### src/rtl/uart_rx_cfg.sv
// Oversampling UART receiver with configurable frame format, majority-vote bit
// sampling, single-entry holding register, overrun and break handling.
module uart_rx_cfg #(
  parameter int DATA_BITS  = 8,
  parameter int OVERSAMPLE = 16,
  parameter int DIV_WIDTH  = 16,
  parameter int PARITY_EN  = 0,
  parameter int PARITY_ODD = 0,
  parameter int STOP_BITS  = 1
) (
  input  logic                 CLK,
  input  logic                 RST_N,
  input  logic                 RXD,
  input  logic                 RX_EN,
  input  logic [DIV_WIDTH-1:0] DIV,
  input  logic                 RX_ACK,
  output logic [DATA_BITS-1:0] DQ,
  output logic                 RX_READY,
  output logic                 FRAME_ERROR,
  output logic                 PARITY_ERROR,
  output logic                 OVERRUN
);

  localparam int SW = $clog2(OVERSAMPLE);
  localparam int BW = $clog2(DATA_BITS + 1);

  localparam logic [SW-1:0] S_LO   = SW'(OVERSAMPLE / 2 - 1);
  localparam logic [SW-1:0] S_MID  = SW'(OVERSAMPLE / 2);
  localparam logic [SW-1:0] S_HI   = SW'(OVERSAMPLE / 2 + 1);
  localparam logic [SW-1:0] S_LAST = SW'(OVERSAMPLE - 1);

  localparam logic [BW-1:0] LAST_DATA = BW'(DATA_BITS - 1);
  localparam logic [BW-1:0] LAST_STOP = BW'(STOP_BITS - 1);

  localparam logic PAR_EN  = (PARITY_EN != 0);
  localparam logic PAR_ODD = (PARITY_ODD != 0);

  localparam logic [2:0] IDLE   = 3'd0;
  localparam logic [2:0] START  = 3'd1;
  localparam logic [2:0] DATA   = 3'd2;
  localparam logic [2:0] PARITY = 3'd3;
  localparam logic [2:0] STOP   = 3'd4;

  function automatic logic majority3(input logic a, input logic b, input logic c);
    return (a & b) | (a & c) | (b & c);
  endfunction

  function automatic logic parity_of(input logic [DATA_BITS-1:0] d);
    return ^d;
  endfunction

  logic                 rxd_meta;
  logic                 rxs;
  logic                 rxs_prev;
  logic                 armed;
  logic [2:0]           state;
  logic [DIV_WIDTH-1:0] presc;
  logic [SW-1:0]        scnt;
  logic [BW-1:0]        bcnt;
  logic                 samp_lo;
  logic                 samp_mid;
  logic [DATA_BITS-1:0] shreg;
  logic                 par_bit;
  logic                 ferr_acc;

  logic tick;
  logic start_det;
  logic decide;
  logic maj;
  logic complete;
  logic frame_err_new;
  logic parity_err_new;
  logic ack_ok;

  assign tick           = (presc == DIV);
  assign start_det      = (state == IDLE) && RX_EN && armed && rxs_prev && !rxs;
  assign decide         = tick && (scnt == S_HI) && (state != IDLE);
  assign maj            = majority3(samp_lo, samp_mid, rxs);
  assign complete       = decide && (state == STOP) && (bcnt == LAST_STOP);
  assign frame_err_new  = ferr_acc | ~maj;
  assign parity_err_new = PAR_EN ? (parity_of(shreg) ^ par_bit ^ PAR_ODD) : 1'b0;
  assign ack_ok         = RX_ACK && RX_READY;

  // Synchronizer, edge history and break arming; a break disarms until the line idles high
  always_ff @(posedge CLK) begin
    if (!RST_N) begin
      rxd_meta <= 1'b1;
      rxs      <= 1'b1;
      rxs_prev <= 1'b1;
      armed    <= 1'b1;
    end else begin
      rxd_meta <= RXD;
      rxs      <= rxd_meta;
      rxs_prev <= rxs;
      if (complete && frame_err_new && !rxs) begin
        armed <= 1'b0;
      end else if (rxs) begin
        armed <= 1'b1;
      end
    end
  end

  // Tick prescaler and per-bit sample counter, both realigned to the start edge
  always_ff @(posedge CLK) begin
    if (!RST_N) begin
      presc <= {DIV_WIDTH{1'b0}};
      scnt  <= {SW{1'b0}};
    end else begin
      if (start_det || tick) begin
        presc <= {DIV_WIDTH{1'b0}};
      end else begin
        presc <= presc + DIV_WIDTH'(1);
      end
      if (start_det || (state == IDLE)) begin
        scnt <= {SW{1'b0}};
      end else if (tick) begin
        scnt <= (scnt == S_LAST) ? {SW{1'b0}} : scnt + SW'(1);
      end
    end
  end

  // Frame FSM: states advance at the third-sample majority decision of each bit
  always_ff @(posedge CLK) begin
    if (!RST_N) begin
      state    <= IDLE;
      bcnt     <= {BW{1'b0}};
      samp_lo  <= 1'b1;
      samp_mid <= 1'b1;
      shreg    <= {DATA_BITS{1'b0}};
      par_bit  <= 1'b0;
      ferr_acc <= 1'b0;
    end else if (!RX_EN) begin
      state <= IDLE;
      bcnt  <= {BW{1'b0}};
    end else if (state == IDLE) begin
      if (start_det) begin
        state    <= START;
        bcnt     <= {BW{1'b0}};
        ferr_acc <= 1'b0;
      end
    end else begin
      if (tick && (scnt == S_LO))  samp_lo  <= rxs;
      if (tick && (scnt == S_MID)) samp_mid <= rxs;
      if (decide) begin
        case (state)
          START: begin
            state <= maj ? IDLE : DATA;
            bcnt  <= {BW{1'b0}};
          end
          DATA: begin
            shreg <= {maj, shreg[DATA_BITS-1:1]};
            if (bcnt == LAST_DATA) begin
              bcnt  <= {BW{1'b0}};
              state <= PAR_EN ? PARITY : STOP;
            end else begin
              bcnt <= bcnt + BW'(1);
            end
          end
          PARITY: begin
            par_bit <= maj;
            bcnt    <= {BW{1'b0}};
            state   <= STOP;
          end
          STOP: begin
            if (bcnt == LAST_STOP) begin
              state <= IDLE;
            end else begin
              ferr_acc <= frame_err_new;
              bcnt     <= bcnt + BW'(1);
            end
          end
          default: state <= IDLE;
        endcase
      end
    end
  end

  // Holding register: a completion coinciding with an accepted ack replaces the word
  always_ff @(posedge CLK) begin
    if (!RST_N) begin
      DQ           <= {DATA_BITS{1'b0}};
      RX_READY     <= 1'b0;
      FRAME_ERROR  <= 1'b0;
      PARITY_ERROR <= 1'b0;
      OVERRUN      <= 1'b0;
    end else begin
      if (complete && (!RX_READY || RX_ACK)) begin
        DQ           <= shreg;
        FRAME_ERROR  <= frame_err_new;
        PARITY_ERROR <= parity_err_new;
        RX_READY     <= 1'b1;
      end else if (ack_ok) begin
        RX_READY <= 1'b0;
      end
      if (ack_ok) begin
        OVERRUN <= 1'b0;
      end else if (complete && RX_READY) begin
        OVERRUN <= 1'b1;
      end
    end
  end

endmodule
### config.mk
export PLATFORM = sky130hd
export DESIGN_NAME = uart_rx_cfg
export DESIGN_NICKNAME = d
export VERILOG_FILES = /design/src/rtl/uart_rx_cfg.sv
export SDC_FILE = /design/constraint.sdc
export NUM_CORES = 1
export LEC_CHECK = 0
export ABC_AREA = 1
export CAP_MARGIN = 10
export CORE_ASPECT_RATIO = 1.25
export CORE_MARGIN = 2
export CORE_UTILIZATION = 56
export CTS_CLUSTER_SIZE = 30
export DETAILED_ROUTE_END_ITERATION = 12
export PLACE_DENSITY = 0.85
export SYNTH_ARGS = -nofsm -noshare
export SYNTH_HDL_FRONTEND = slang
export SYNTH_SLANG_ARGS = --single-unit
### constraint.sdc
create_clock -name CLK -period 2.1 [get_ports CLK]
set_input_delay 0.42 -clock CLK [delete_from_list [all_inputs] [get_ports CLK]]
set_output_delay 0.42 -clock CLK [all_outputs]
set_load 0.02 [all_outputs]
# Word-level counts from Yosys, hierarchy flattened
# Index checks and enable logic that the tools add are counted.
# totals
inputBits,21
elab_cells,105
register_bits,53
# op_classes
bitwise,9
eq_ne,15
muxes,23
add_sub_neg,3
reduce_logical,39
# op_table
cell,n
$mux 4,6
$add 16x1->16 const B,1
$eq 16x16->1,1
$logic_and 1x1->1,15
$mux 3,5
$eq 4x4->1 const B,3
$pmux 3 s4,1
$pmux 4 s3,1
$reduce_and 4->1,3
$mux 1,9
$add 4x1->4 const B,2
$eq 4x3->1 const B,2
$reduce_bool 2->1,4
$reduce_or 2->1,4
$eq 3x2->1 const B,2
$ne 3x3->1 const B,2
$reduce_and 3->1,2
$reduce_and 5->1,1
$logic_not 4->1,1
$ne 2x2->1 const B,2
$reduce_bool 4->1,1
$and 1x1->1,3
$eq 3x1->1 const B,1
$eq 3x3->1 const B,1
9 further kinds,16

# Depth between registers and ports, before layout
# Gate-level depths: netlist of the first run.
# logic_depth
depth_word,9
depth_mapped,13
depth_no_buf,12

# Least setup slack after synthesis of the first run
# OpenSTA, ideal clock, no wires.
# synth_path
path_type,register -> register
startpoint,register presc[0]
endpoint,register presc[14]
synth_period_minus_slack_ns,1.625
path_buffers,0
setup_ns,0.115
required_ns,1.985
path_stages_with_launch,11
t_arrival_ns,1.510
path_slack_ns,0.475
cell_sequence,dfxtp_1 > ha_1 > nand2_1 > inv_1 > nand2_1 > nor4_1 > nand2_1 > nor2_1 > nand3_1 > nand2_1 > nor2_1
# synth_between
elab_chain_len,3
elab_cells_between_ends,4
cone_classes,add/sub: 1; eq/ne: 1; reduce/logical: 2
# synth_rtl
item,line_no,rtl
start: declaration,57,logic [DIV_WIDTH-1:0] presc;
start signal: assignment,106,presc <= {DIV_WIDTH{1'b0}};
start signal: assignment,110,presc <= {DIV_WIDTH{1'b0}};
start signal: assignment,112,presc <= presc + DIV_WIDTH'(1);
branches (longest 3 deep; another with $add 16x1->16),-,
# Parallel ways; which one is timed is not known.
# A chain may end at the register's enable or synchronous reset.

# Final worst setup path of the first run
# layout_path
startpoint,input DIV[2]
endpoint,register bcnt[1]
# layout_between
elab_chain_len,5
# layout_rtl
item,line_no,rtl
start: declaration,15,"input logic [DIV_WIDTH-1:0] DIV,"
$eq 16x16->1,75,assign tick = (presc == DIV);
$logic_and 1x1->1 (2 in series),77,assign decide = tick && (scnt == S_HI) && (state != IDLE);
$reduce_bool 2->1 (no line),-,
$reduce_and 4->1 (no line),-,
end signal: assignment,126,bcnt <= {BW{1'b0}};
end signal: assignment,134,bcnt <= {BW{1'b0}};
end signal: assignment,138,bcnt <= {BW{1'b0}};
end: declaration,59,logic [BW-1:0] bcnt;
# No other way between the ends.

==> results.cfg, run 1 <==
[worst_hold_path]
worstHoldPathType = flop to flop
hold_path_depth = 1

[place]
gp_congestion = 0.871
io_buffers = 31
place_ws_ns = -0.102
dp.cells = 528
hpwl_um = 4600

[outcome]
outcome = completed

[die]
core_um2 = 4760
ios = 33
rows = 28
initial_utilization_pct = 58.6
die_h_um = 82.9
dieArea_um2 = 5570
die_w_um = 67.2

[route]
antenna_left = 0
viasPerCell = 5.00
wl_met3_um = 169
vias = 2675
dr.first_iter.drc_count = 100
dr_wl_met2_um = 3190
met1Wirelength_um = 2430
wl_per_cell_um = 11.0
drc = 0
drt_first_pass_iters = 4
routed_wl_um = 5880
dr.max_layer_used = met4

[final_layout]
drive_gt1_share_pct = 7.58
register_area_um2 = 1060
nFillCells = 457
insertedDiodeCount = 0
final_nets = 502
multiInputGateArea_um2 = 1440
post-route-util_pct = 70.0
syn_to_final_growth_pct = 19.5
stdcell_count = 535

[clock_tree]
cts_sinks = 53
cts_buffers = 5
cts_setup_buffers = 0
post_cts_resized = 0
cts_htree_levels = 2
cts_hold_buf = 0
path_clk_slew_ns = 0.09
root_buffer = clkbuf_8
insertion_delay_ns = 0.30
cts_tree = yes
cts_buffer_depth = 2

[sta]
slew_violations = 0
timing.final.ws_setup_ns = 0.205
min_period_ns = 1.89
finClkSkew_ns = 0.00290
setup_tns_ns = 0
timing.final.crit_share_pct = 90.2
setup_viol = 0
fmax_mhz = 528
rsz0062_at_grt = no
final_hold_viol_count = 0

[power_and_ir_drop]
power_density_nw_per_um2 = 549
ir_drop_mv = 0.310
p_leak_uw = 0.00152
finalPower_uw = 1830

[run]
drv_cap = 0

[worst_setup_path]
rr_worst_depth = 10
path_depth = 13
cp_num_buf_inv = 4
crit_type = input port to flop
required_ns = 2.34
endpoint_kind = flop
crit_slowest_cell = clkdlybuf4s50_1
path_cells = clkdlybuf4s50_1 > inv_1 > nand2_1 > nand2_1 > nor2_1 > nand2_1 > nor2_4 > nand3_1 > nand2_1 > buf_4 > buf_4 > a21oi_1 > nor2_1
slowest_delay_ns = 0.47
crit_path_start_kind = input port
cp_common_cell = nand2_1
worstPathMaxFanout = 5
crit_arrival_ns = 2.14
critical_path.top_delay_family = simple AND/OR/NAND/NOR gates

[logic_synthesis]
synth_top_cell_by_area = dfxtp_1
ys_seq_area_share_pct = 38.0
yosysTopAreaCellShare_pct = 38.0
synth_cell_types = 32
synthAdderAreaFrac_pct = 2.69
synth_compound_gate_area_share_pct = 6.54
synthTopCellsByArea = dfxtp_1 38%, nand2_1 16%, nor2_1 11%
synthCells = 431
syn_area_um2 = 2790
synth.area.mux_share_pct = 0
synthSimpleGateAreaFrac_pct = 40.5
avgSynthCellArea_um2 = 6.48
synth_nets = 458
yosys_warnings = 0
synth_top_family_by_area = simple AND/OR/NAND/NOR gates
synth_seq_cells = 53
synth_xor_area_share_pct = 1.57

[global_routing]
grt-ovfl-total = 0
grt_pass1_vias = 2524
grt_first_pass_wirelength_um = 10000
grt.total_usage_pct = 22.4
grt_max_degree = 18
antenna_found_initial = 0
==> flip-flops by register name, indices dropped and copies added (netlist names), 3 cells and up <==
| name | count |
|---|---|
| shreg | 8 |
| state | 3 |
| scnt | 4 |
| presc | 16 |
| bcnt | 4 |
| DQ | 8 |
==> per-stage QoR <==
step                      area (um^2)  hold slack [ns]
after floorplan                  2790            0.393
after global placement           3230            0.406
after detailed placement         3230            0.406
after CTS                        3330            0.426
after global routing             3330            0.445
final                            3330            0.422
==> report_power, final <==
group	switching (uW)	internal, uW	total (uW)
Sequential	9.91	1010	1020
Combinational	77.0	71.8	149
Clock	313	347	659
==> cell families after synthesis <==
| logic type | after synthesis |
|---|---|
| flip-flops | 53 |
| XOR/XNOR | 5 |
| adder cells (fa/ha/maj) | 6 |
| other | 1 |
| AND/OR/NAND/NOR | 260 |
| buffers and inverters | 73 |
| AO/OA/AOI/OAI | 33 |
==> metal layers <==
layer  vias to the layer above  GRT usage, %
li1                       1425             -
met2                        33          43.7
met3                         8          4.07
met1                      1209          23.1
met4                         0          6.31
met5                         -             0
==> path summary, 6_finish.rpt <==
path	start	to	slack, ns
setup / recovery	DIV[2]	bcnt[1]$_SDFFE_PN0P_	0.21
hold reg to reg	rxd_meta$_SDFF_PN1_	rxs$_SDFF_PN1_	0.42
setup reg to reg	presc[0]$_SDFF_PP0_	presc[14]$_SDFF_PP0_	0.34
hold / removal	rxd_meta$_SDFF_PN1_	rxs$_SDFF_PN1_	0.42
==> cells in the mapped netlist <==
cell        n
a211oi_1    4
a21oi_1    19
buf_1       1
buf_2       2
buf_4       2
buf_6       1
clkbuf_1    1
clkinv_1    1
conb_1      1
dfxtp_1    53
ha_1        6
inv_1      61
inv_2       3
inv_4       1
nand2_1   117
nand2_2     2
nand2_4     1
nand3_1    24
nand3b_4    1
nand4_1    13
nor2_1     81
nor2_2      2
nor2_4      4
nor3_1      9
nor3b_1     2
nor4_1      2
o211ai_1    1
o21a_1      2
o21ai_0     7
or2_2       2
xnor2_1     1
xor2_1      4
==> cell usage in the layout (no fill, tap or decap), drive strengths merged, types with 2 or more instances in the layout <==
master / instances
a211oi: 4
o21ai: 7
clkdlybuf4s50: 31
buf: 13
nand4: 13
clkbuf: 5
ha: 6
xor2: 4
dfxtp: 53
nand2: 120
o21a: 2
nor3: 9
a21oi: 19
nor3b: 2
nor2: 87
inv: 65
nand3: 24
nor4: 2
or2: 2
clkinv: 2
==> final cells by class <==
cell class / instances / share of cell area [%]
Clock buffer: 5 / 2.06
Clock inverter: 2 / 1.05
Inverter: 66 / 7.50
Multi-Input combinational cell: 305 / 43.1
Sequential cell: 53 / 31.8
Tap cell: 60 / 2.25
Timing Repair Buffer: 44 / 12.2
Power figures use the tool's default switching activity.
==> run 2, diff against run 1 <==
- CAP_MARGIN: 10 -> default
==> results of run 2 <==
The final DEF is identical to that of run 1; final timing and power are the same.
